### src/rtl/axi_read_master_pkg.sv
// Local types and helpers for the AXI read initiator.
package axi_read_master_pkg;

    typedef enum logic [2:0] {
        ST_IDLE  = 3'd0,
        ST_ARREQ = 3'd1,
        ST_RDATA = 3'd2,
        ST_DRAIN = 3'd3,
        ST_DONE  = 3'd4
    } arm_state_e;

    function automatic logic [16:0] min_beats(input logic [16:0] a, input logic [16:0] b);
        return (a < b) ? a : b;
    endfunction

endpackage

### src/rtl/soc_pkg.sv
// Shared SoC AXI4 definitions: channel structs, manager port bundles and protocol constants.
package soc_pkg;

    localparam int unsigned AXI_ADDR_W = 64;
    localparam int unsigned AXI_DATA_W = 64;
    localparam int unsigned AXI_ID_W   = 4;
    localparam int unsigned AXI_USER_W = 1;

    localparam logic [1:0]  AXI_BURST_INCR  = 2'b01;
    localparam logic [1:0]  AXI_RESP_OKAY   = 2'b00;
    localparam logic [1:0]  AXI_RESP_SLVERR = 2'b10;
    localparam logic [12:0] AXI_PAGE_BYTES  = 13'd4096;

    typedef logic [AXI_DATA_W-1:0] axi_data_t;

    typedef struct packed {
        logic [AXI_ID_W-1:0]   id;
        logic [AXI_ADDR_W-1:0] addr;
        logic [7:0]            len;
        logic [2:0]            size;
        logic [1:0]            burst;
        logic                  lock;
        logic [3:0]            cache;
        logic [2:0]            prot;
        logic [3:0]            qos;
        logic [3:0]            region;
        logic [5:0]            atop;
        logic [AXI_USER_W-1:0] user;
    } axi_aw_t;

    typedef struct packed {
        logic [AXI_DATA_W-1:0]   data;
        logic [AXI_DATA_W/8-1:0] strb;
        logic                    last;
        logic [AXI_USER_W-1:0]   user;
    } axi_w_t;

    typedef struct packed {
        logic [AXI_ID_W-1:0]   id;
        logic [1:0]            resp;
        logic [AXI_USER_W-1:0] user;
    } axi_b_t;

    typedef struct packed {
        logic [AXI_ID_W-1:0]   id;
        logic [AXI_ADDR_W-1:0] addr;
        logic [7:0]            len;
        logic [2:0]            size;
        logic [1:0]            burst;
        logic                  lock;
        logic [3:0]            cache;
        logic [2:0]            prot;
        logic [3:0]            qos;
        logic [3:0]            region;
        logic [AXI_USER_W-1:0] user;
    } axi_ar_t;

    typedef struct packed {
        logic [AXI_ID_W-1:0]   id;
        logic [AXI_DATA_W-1:0] data;
        logic [1:0]            resp;
        logic                  last;
        logic [AXI_USER_W-1:0] user;
    } axi_r_t;

    typedef struct packed {
        axi_aw_t aw;
        logic    aw_valid;
        axi_w_t  w;
        logic    w_valid;
        logic    b_ready;
        axi_ar_t ar;
        logic    ar_valid;
        logic    r_ready;
    } m_req_t;

    typedef struct packed {
        logic    aw_ready;
        logic    ar_ready;
        logic    w_ready;
        logic    b_valid;
        axi_b_t  b;
        logic    r_valid;
        axi_r_t  r;
    } m_resp_t;

endpackage

### src/rtl/axi_read_master_fifo.sv
// Synchronous FIFO buffering returned R beats, plus its overflow checker.
module axi_read_master_fifo #(
    parameter int unsigned WIDTH = 64,
    parameter int unsigned DEPTH = 16,
    localparam int unsigned AW   = (DEPTH > 1) ? $clog2(DEPTH) : 1,
    localparam int unsigned CW   = AW + 1
) (
    input  logic             clk_i,
    input  logic             arst_ni,
    input  logic             push,
    input  logic [WIDTH-1:0] wdata,
    input  logic             pop,
    output logic [WIDTH-1:0] rdata,
    output logic [CW-1:0]    count,
    output logic             empty,
    output logic             full
);

    logic [WIDTH-1:0] mem_r [DEPTH];
    logic [AW-1:0]    wptr_r;
    logic [AW-1:0]    rptr_r;
    logic [CW-1:0]    count_r;
    logic             push_s;
    logic             pop_s;

    assign empty  = (count_r == CW'(0));
    assign full   = (count_r == CW'(DEPTH));
    assign count  = count_r;
    assign rdata  = mem_r[rptr_r];
    assign push_s = push & ~full;
    assign pop_s  = pop & ~empty;

    // Data storage; contents are don't-care until written.
    always_ff @(posedge clk_i) begin
        if (push_s) begin
            mem_r[wptr_r] <= wdata;
        end
    end

    // Pointers and occupancy; simultaneous push and pop leave the count unchanged.
    always_ff @(posedge clk_i or negedge arst_ni) begin
        if (!arst_ni) begin
            wptr_r  <= AW'(0);
            rptr_r  <= AW'(0);
            count_r <= CW'(0);
        end else begin
            if (push_s) wptr_r <= wptr_r + AW'(1);
            if (pop_s)  rptr_r <= rptr_r + AW'(1);
            case ({push_s, pop_s})
                2'b10:   count_r <= count_r + CW'(1);
                2'b01:   count_r <= count_r - CW'(1);
                default: count_r <= count_r;
            endcase
        end
    end

    axi_read_master_fifo_chk u_chk (
        .clk_i   (clk_i),
        .arst_ni (arst_ni),
        .push    (push),
        .full    (full)
    );

endmodule

module axi_read_master_fifo_chk (
    input logic clk_i,
    input logic arst_ni,
    input logic push,
    input logic full
);

    // The AR credit rule reserves space before each burst, so a push can never meet a full FIFO.
    assert property (@(posedge clk_i) disable iff (!arst_ni) !(push && full));

endmodule

### src/rtl/axi_read_master.sv
// AXI4 read initiator: splits (addr, beats) commands into INCR bursts and streams the data out.
// Optional AXI_READ_MASTER_ERR_ABORT_EN: stop issuing bursts after the first error response.
module axi_read_master
    import soc_pkg::*;
    import axi_read_master_pkg::*;
#(
    parameter type               req_t         = soc_pkg::m_req_t,
    parameter type               resp_t        = soc_pkg::m_resp_t,
    parameter logic [AXI_ID_W-1:0] ARID        = '0,
    parameter logic [2:0]        ARPROT        = 3'b000,
    parameter int unsigned       MAX_BURST_LEN = 16,
    parameter int unsigned       FIFO_DEPTH    = 16,
    localparam int unsigned      DW            = $bits(axi_data_t)
) (
    input  logic          clk_i,
    input  logic          arst_ni,
    input  logic          cmd_valid_i,
    output logic          cmd_ready_o,
    input  logic [63:0]   cmd_addr_i,
    input  logic [15:0]   cmd_beats_i,
    output req_t          req_o,
    input  resp_t         resp_i,
    output logic [DW-1:0] data_o,
    output logic          data_valid_o,
    input  logic          data_ready_i,
    output logic          data_last_o,
    output logic          done_o,
    output logic          err_o
);

    localparam int unsigned SIZE      = $clog2(DW/8);
    localparam int unsigned CW        = $clog2(FIFO_DEPTH) + 1;
    localparam logic [63:0] ADDR_MASK = 64'(DW/8 - 1);

    arm_state_e    state_r;
    logic [63:0]   addr_r;
    logic [15:0]   remaining_r;
    logic [15:0]   beats_r;
    logic [15:0]   popped_r;
    logic [15:0]   pushed_r;
    logic          err_r;
    logic          ar_valid_r;
    logic [63:0]   ar_addr_r;
    logic [7:0]    ar_len_r;
    logic          r_ready_r;
    logic          done_r;

    logic [CW-1:0] fifo_count_s;
    logic          fifo_empty_s;
    logic          fifo_full_s;
    logic [16:0]   page_beats_s;
    logic [16:0]   burst_beats_s;
    logic [16:0]   free_s;
    logic          r_hs_s;
    logic          r_err_s;
    logic          pop_s;
    logic          last_s;
    logic          abort_s;
    logic          unused_s;

    // Next burst size (page-, length- and remaining-limited) and FIFO credit.
    always_comb begin
        page_beats_s  = 17'((AXI_PAGE_BYTES - {1'b0, addr_r[11:0]}) >> SIZE);
        burst_beats_s = min_beats(min_beats({1'b0, remaining_r}, 17'(MAX_BURST_LEN)), page_beats_s);
        free_s        = 17'(FIFO_DEPTH) - 17'(fifo_count_s);
        r_hs_s        = resp_i.r_valid & r_ready_r;
        r_err_s       = r_hs_s & (resp_i.r.resp != AXI_RESP_OKAY);
        pop_s         = ~fifo_empty_s & data_ready_i;
        last_s        = (popped_r + 16'd1 == beats_r);
`ifdef AXI_READ_MASTER_ERR_ABORT_EN
        abort_s       = err_r | r_err_s;
`else
        abort_s       = 1'b0;
`endif
    end

    // Command sequencing, burst issue and stream bookkeeping.
    always_ff @(posedge clk_i or negedge arst_ni) begin
        if (!arst_ni) begin
            state_r     <= ST_IDLE;
            addr_r      <= 64'd0;
            remaining_r <= 16'd0;
            beats_r     <= 16'd0;
            popped_r    <= 16'd0;
            pushed_r    <= 16'd0;
            err_r       <= 1'b0;
            ar_valid_r  <= 1'b0;
            ar_addr_r   <= 64'd0;
            ar_len_r    <= 8'd0;
            r_ready_r   <= 1'b0;
            done_r      <= 1'b0;
        end else begin
            done_r <= 1'b0;
            if (pop_s)            popped_r <= popped_r + 16'd1;
            if (pop_s && last_s)  done_r   <= 1'b1;
            if (r_hs_s)           pushed_r <= pushed_r + 16'd1;
            if (r_err_s)          err_r    <= 1'b1;
            case (state_r)
                ST_IDLE: begin
                    if (cmd_valid_i) begin
                        addr_r      <= cmd_addr_i & ~ADDR_MASK;
                        beats_r     <= cmd_beats_i;
                        remaining_r <= cmd_beats_i;
                        popped_r    <= 16'd0;
                        pushed_r    <= 16'd0;
                        err_r       <= 1'b0;
                        state_r     <= (cmd_beats_i == 16'd0) ? ST_DONE : ST_ARREQ;
                    end
                end
                ST_ARREQ: begin
                    if (ar_valid_r) begin
                        if (resp_i.ar_ready) begin
                            ar_valid_r  <= 1'b0;
                            r_ready_r   <= 1'b1;
                            addr_r      <= addr_r + ((64'(ar_len_r) + 64'd1) << SIZE);
                            remaining_r <= remaining_r - (16'(ar_len_r) + 16'd1);
                            state_r     <= ST_RDATA;
                        end
                    end else if (free_s >= burst_beats_s) begin
                        ar_valid_r <= 1'b1;
                        ar_addr_r  <= addr_r;
                        ar_len_r   <= 8'(burst_beats_s - 17'd1);
                    end
                end
                ST_RDATA: begin
                    if (r_hs_s) begin
                        if (abort_s) remaining_r <= 16'd0;
                        if (resp_i.r.last) begin
                            r_ready_r <= 1'b0;
                            if (abort_s) begin
                                // Shrink the command so data_last_o marks the final beat received.
                                beats_r <= pushed_r + 16'd1;
                                state_r <= ST_DRAIN;
                            end else if (remaining_r == 16'd0) begin
                                state_r <= ST_DRAIN;
                            end else begin
                                state_r <= ST_ARREQ;
                            end
                        end
                    end
                end
                ST_DRAIN: begin
                    if (fifo_empty_s) state_r <= ST_IDLE;
                end
                ST_DONE: begin
                    done_r  <= 1'b1;
                    state_r <= ST_IDLE;
                end
                default: begin
                    state_r <= ST_IDLE;
                end
            endcase
        end
    end

    // AXI request: write channels tied off, AR driven from the burst registers.
    always_comb begin
        req_o           = '0;
        req_o.b_ready   = 1'b1;
        req_o.ar.id     = ARID;
        req_o.ar.addr   = ar_addr_r;
        req_o.ar.len    = ar_len_r;
        req_o.ar.size   = 3'(SIZE);
        req_o.ar.burst  = AXI_BURST_INCR;
        req_o.ar.prot   = ARPROT;
        req_o.ar_valid  = ar_valid_r;
        req_o.r_ready   = r_ready_r;
    end

    axi_read_master_fifo #(
        .WIDTH (DW),
        .DEPTH (FIFO_DEPTH)
    ) u_fifo (
        .clk_i   (clk_i),
        .arst_ni (arst_ni),
        .push    (r_hs_s),
        .wdata   (resp_i.r.data),
        .pop     (pop_s),
        .rdata   (data_o),
        .count   (fifo_count_s),
        .empty   (fifo_empty_s),
        .full    (fifo_full_s)
    );

    assign cmd_ready_o  = (state_r == ST_IDLE);
    assign data_valid_o = ~fifo_empty_s;
    assign data_last_o  = ~fifo_empty_s & last_s;
    assign done_o       = done_r;
    assign err_o        = err_r;
    assign unused_s     = ^{resp_i.aw_ready, resp_i.w_ready, resp_i.b_valid, resp_i.b,
                            resp_i.r.id, resp_i.r.user, fifo_full_s};

endmodule
### config.mk
export PLATFORM = sky130hd
export DESIGN_NAME = axi_read_master
export DESIGN_NICKNAME = d
export VERILOG_FILES = /design/src/rtl/axi_read_master_pkg.sv /design/src/rtl/soc_pkg.sv /design/src/rtl/axi_read_master_fifo.sv /design/src/rtl/axi_read_master.sv
export SDC_FILE = /design/constraint.sdc
export NUM_CORES = 1
export LEC_CHECK = 0
export BUFFER_PORTS_ARGS = -buffer_cell sky130_fd_sc_hd__buf_2
export CAP_MARGIN = 30
export CORE_UTILIZATION = 55
export DETAILED_ROUTE_END_ITERATION = 8
export HOLD_SLACK_MARGIN = 0.08
export PLACE_DENSITY = 0.83
export SYNTH_ARGS = -nofsm -noshare
export SYNTH_HDL_FRONTEND = slang
export SYNTH_HIERARCHICAL = 1
export SYNTH_SLANG_ARGS = --single-unit
### constraint.sdc
create_clock -name clk_i -period 8.6 [get_ports clk_i]
set_input_delay 0 -clock clk_i [delete_from_list [all_inputs] [get_ports clk_i]]
set_output_delay 0 -clock clk_i [all_outputs]
set_load 0.005 [all_outputs]
## Word-level counts from Yosys, hierarchy flattened

Memory sizes are Yosys's and may differ from the RTL's.
Cells that the tools add are included.

| storage, ports and cells | value |
|---|---|
| flip-flop bits (word level) | 204 |
| bits in writable memories | 1024 |
| input bits | 168 |
| output and inout bits | 350 |
| word-level logic and storage cells | 105 |
| memories kept | 1 |

Memories:

| memory | words | width | rd ports | clocked after Yosys merged registers in | wr ports | RTL line | text |
|---|---|---|---|---|---|---|---|
| u_fifo.mem_r | 16 | 64 | 1 | 0 | 1 | axi_read_master_fifo.sv:19 | `logic [WIDTH-1:0] mem_r [DEPTH];` |

| operators by class | value |
|---|---|
| add/subtract/negate cells | 12 |
| magnitude comparators | 3 |
| equality and inequality tests | 14 |
| mux-type cells | 38 |
| bitwise logic cells | 9 |
| reduce and logical (&&, ||, !) cells | 14 |

Operators by type and width:

| operator | number |
|---|---|
| $mux 64 | 3 |
| $mux 16 | 8 |
| $pmux 64 s2 | 1 |
| $add 64x12->64 | 1 |
| $logic_not 16->1 | 2 |
| $pmux 16 s2 | 1 |
| $mux 3 | 7 |
| $add 8x1->9 const B | 2 |
| $ge 17x16->1 | 1 |
| $add 16x1->16 const B | 1 |
| $eq 16x16->1 | 1 |
| $lt 16x14->1 | 1 |
| $lt 16x5->1 const B | 1 |
| $sub 16x9->16 | 1 |
| $mux 1 | 14 |
| $sub 13x12->14 const A | 1 |
| $pmux 3 s4 | 1 |
| $pmux 5 s2 | 1 |
| $add 4x1->4 const B | 2 |
| $ne 2x2->1 const B | 4 |
| $reduce_bool 2->1 | 4 |
| $sub 8x1->8 const B | 1 |
| $and 1x1->1 | 6 |
| $eq 3x2->1 const B | 2 |
| 20 further kinds | 23 |

## Longest topological paths before layout

| logic depth | value |
|---|---|
| depth in word-level cells | 7 |
| gate-level depth with buffers | 23 |
| mapped depth without buffers | 21 |

## Cells and area by module

The synthesis kept the hierarchy.

By module, submodules not included:

| module | instances | cells each | area an instance (sq um) | sequential area each (sq um) |
|---|---|---|---|---|
| axi_read_master_fifo | 1 | 1993 | 40057.2 | 31074.8 |
| axi_read_master | 1 | 1422 | 12797.3 | 4629.4 |

## Least setup slack after synthesis

No wires, ideal clock.

| timing path | value |
|---|---|
| kind | register to register |
| from | register u_fifo.count_r[0] (netlist: u_fifo/count[0]) |
| to | memory u_fifo.mem_r[3][0], enable pin |
| library setup time | 565 ps |
| arrival | 5480 ps |
| data required time | 8035 ps |
| slack | 2556 ps |
| cell stages (with the launch flop) | 7 |
| cells stage by stage | dfrtp_1 -> nor4_1 -> nand2_1 -> and2_1 -> clkbuf_1 -> nand2_1 -> nor3_1 |

| between the ends | value |
|---|---|
| word-level cells in the longest chain between the ends | 5 |

RTL lines:

| item | RTL line | text |
|---|---|---|
| from (decl) | axi_read_master_fifo.sv:22 | `logic [CW-1:0] count_r;` |
| from (signal assigned) | axi_read_master_fifo.sv:50 | `2'b10: count_r <= count_r + CW'(1);` |
| from (signal assigned) | axi_read_master_fifo.sv:51 | `2'b01: count_r <= count_r - CW'(1);` |
| from (signal assigned) | axi_read_master_fifo.sv:52 | `default: count_r <= count_r;` |
| $eq 5x5->1 | axi_read_master_fifo.sv:27 | `assign full = (count_r == CW'(DEPTH));` |
| $not 1->1 | axi_read_master_fifo.sv:30 | `assign push_s = push & ~full;` |
| $and 1x1->1 | axi_read_master_fifo.sv:30 |  |
| $mux 1 | axi_read_master_fifo.sv:35 | `if (push_s) begin` |
| $mux 1 (not written as such) | axi_read_master_fifo.sv:36 | `mem_r[wptr_r] <= wdata;` |
| to (decl) | axi_read_master_fifo.sv:19 |  |

No other way between the ends.

## Worst setup path in the final report

| timing path | value |
|---|---|
| from | register remaining_r[12] |
| to | register ar_addr_r[61] |

| between the ends | value |
|---|---|
| word-level cells in the longest chain between the ends | 6 |

RTL lines:

| item | RTL line | text |
|---|---|---|
| from (decl) | axi_read_master.sv:37 | `logic [15:0] remaining_r;` |
| from (signal assigned) | axi_read_master.sv:103 | `remaining_r <= cmd_beats_i;` |
| from (signal assigned) | axi_read_master.sv:116 | `remaining_r <= remaining_r - (16'(ar_len_r) + 16'd1);` |
| $lt 16x5->1 | axi_read_master_pkg.sv:13 | `return (a < b) ? a : b;` |
| $mux 16 (*) | axi_read_master_pkg.sv:13 |  |
| $lt 16x14->1 | axi_read_master_pkg.sv:13 |  |
| $mux 16 (*) | axi_read_master_pkg.sv:13 |  |
| $ge 17x16->1 (*) | axi_read_master.sv:119 | `end else if (free_s >= burst_beats_s) begin` |
| $reduce_and 3->1 (no line) (*) | - |  |
| to (signal assigned) | axi_read_master.sv:121 | `ar_addr_r <= addr_r;` |
| to (decl) | axi_read_master.sv:43 | `logic [63:0] ar_addr_r;` |

Mark *: on every way between the ends. The rest lies on a longest branch, timed or not.
A chain may end at the register's enable or synchronous reset.

==> summary.md <==
| Metric | Value |
|---|---|
| WL final | between 100000 and 150000 µm |
| Fin util | 0.6365 |
| HP Class | in -> reg |
| Initial antenna violation count | 5 |
| WP data arrival | 6750 ps |
| Outcome | completed |
| Min Clock Period, post-route | 6170 ps |
| Critical path cell sequence | or4_4 -> nor4_4 -> inv_1 -> ha_1 -> nand4_1 -> nor3_1 -> nand2_1 -> o211ai_4 -> nand2_1 -> ha_1 -> a21o_1 -> a21o_1 -> a21o_1 -> a221o_1 -> a31oi_1 -> o21ai_0 -> a21oi_4 -> buf_4 -> mux2_1 |
| Fmax | 162.1 MHz |
| Clk_skew | 73.69 ps |
| Max Root-Sink Buffers | 3 |
| Worst path required time | a little over 9000 ps |
| Final nets | slightly above 4k |
| Post-Layout Cell Count | between 5k and 6k |
| Die area | around 0.1 mm² |
| Worst Setup Start Kind | flop |
| Worst slew margin | 0.2225 |
| Die Ht | 312.0 µm |
| First-pass GRT wire length | around 190000 µm |
| Via count | 32.05k |
| Area grow syn2layout | 14.59% |
| Cell mode on critical path | a21o_1 |
| Largest net degree at the start of global routing | 139 |
| Fillers | 6341 |
| Most common cell after layout, fill and taps aside | edfxtp_1 |
| GR Util All Layers | 0.2624 |
| CTS buffer count | 118 |
| Commonest cells after routing, fill and taps aside | 1024 x edfxtp_1, 288 x buf_2, 236 x nand2_1, 219 x conb_1, 203 x mux2i_1 |
| I/O Pins | between 500 and 600 |
| Wirelength per Cell | 24.75 µm |
| Setup-failing EPs final | 0 |
| Final hold violations | 0 |
| Worst Path Max Fanout | 49 |
| Clock sinks | 1222 |
| Post-DP HPWL | 68470 µm |
| Worst slew pin tran | 1166 ps |
| Drt first-iter violations | 3783 |
| Worst setup margin | 2430 ps |
| Drc violations | 0 |
| Storage element area | 0.03572 mm² |
| ANT nets after route | 0 |
| Via density | a little over 6 |
| Post-DP Area | 0.05486 mm² |
| Dpl ws | 2557 ps |
| WP buf/inv | 2 |
| Vias in the first global route | 31.96k |
| Root Buffer | clkbuf_16 |
| TNS Setup | 0 ps |
| Max-cap violations | 0 |
| Slowest stage delay, CP | 710 ps |
| Yosys warns | 6 |
| Grt total ovfl | 0 |
| Drt pass-1 iters | 5 |
| Design area | roughly 0.061 mm² |
| Worst-Skew Late Latency | about 760 ps |
| Leak pwr | 22.29 nW |
| Area of the multi-input gates | 0.01541 mm² |
| VDD IR max | 0.3603 mV |
| Crit path kind | reg -> reg |
| IO Port Bufs | 289 |
| Crit-path slowest cell | buf_4 |
| Mean Syn Cell Area | 15.48 µm² |
| Die span in x | 312.0 µm |
| Placed Instances | ~4.9k |
| Setup crit end kind | flop |
| Gpl congestion | 0.8854 |
| Hold_ws | 141.1 ps |
| Core ar. | roughly 0.095 mm² |
| Layout cells sized above 1 | 0.2026 |
| H-tree Lvls | 3 |
| Cell Pwr Density | between 300 and 400 mW/mm² |
| Total Power | approximately 20 mW |
| Final Max Slew Viols | 0 |
| FP Rows | around 110 |
| Syn Inst Count | 3414 |
| Period utilization | 0.7174 |
| Clk slew on worst S/H paths | about 60 ps |
| Initial core utilization | 0.5554 |
| Largest delay share family, worst path | compound AO/OA/AOI/OAI gates |
| Post-CTS Resized | 0 |
| Post-Syn Area | 0.05285 mm² |
| RSZ-0062 raised after global routing | false |
| CTS tree | built |
[worst paths after layout]
kind                                                  start  slack [ps]  cells after the start                            to
min in group asynchronous                           arst_ni         450                      4     ar_addr_r[20]$_DFFE_PN0P_
worst max register to register  remaining_r[12]$_DFFE_PN0P_        2430                     19     ar_addr_r[61]$_DFFE_PN0P_
worst min-delay path                              resp_i[1]         140                      5        state_r[0]$_DFFE_PN0P_
worst min register to register       addr_r[62]$_DFFE_PN0P_         500                      1     ar_addr_r[62]$_DFFE_PN0P_
worst max-delay path            remaining_r[12]$_DFFE_PN0P_        2430                     19     ar_addr_r[61]$_DFFE_PN0P_
max in group asynchronous                           arst_ni        7220                      4  u_fifo/rptr_r[3]$_DFFE_PN0P_
[state kept, by name, summed over array words and instances, names as in the netlist, 3 cells and up]
signal	flops
u_fifo/rptr_r	4
u_fifo/mem_r	1024
ar_addr_r	61
u_fifo/count	5
addr_r	61
ar_len_r	8
u_fifo/wptr_r	4
beats_r	16
popped_r	16
state_r	3
remaining_r	16
[cell type report]
| type | count | share of cell area |
|---|---|---|
| repair buffers | 512 | 0.06204 |
| diodes | 1 | 0.00004132 |
| flip-flops and latches | 1222 | 0.5898 |
| well taps | 1265 | 0.02614 |
| inverters | 40 | 0.002479 |
| clock inverters | 70 | 0.01353 |
| multi-input cells | 1987 | 0.2544 |
| clock buffers | 148 | 0.05161 |
[per-layer routing]
metal,share of wire,up-vias,global-route usage
li1,-,13690,-
met1,0.36,15990,0.3311
met2,0.50,1980,0.4428
met3,0.095,383,0.04864
met4,0.043,8,0.1193
met5,0.00041,-,0
[tightest hold or removal path, stage by stage]
cell and delay (ps):
buf_2 130, and3_1 150, mux4_2 220, nor2_1 100
a21o_1 190
[power by group]
| part | switching, mW | internal, mW | leakage, nW |
|---|---|---|---|
| Sequential | 0.635 | 6.97 | 11.5 |
| Clock | 2.26 | 2.98 | 1.91 |
| Combinational | 3.96 | 3.02 | 8.83 |
| Total | 6.86 | 13.0 | 22.3 |
[what timing repair did]
action | CTS | global route
hold endpoints to repair | 1283 | 0
hold buffers | 168 | 0
setup buffers | 0 | 0
Power figures use the tool's default switching activity.
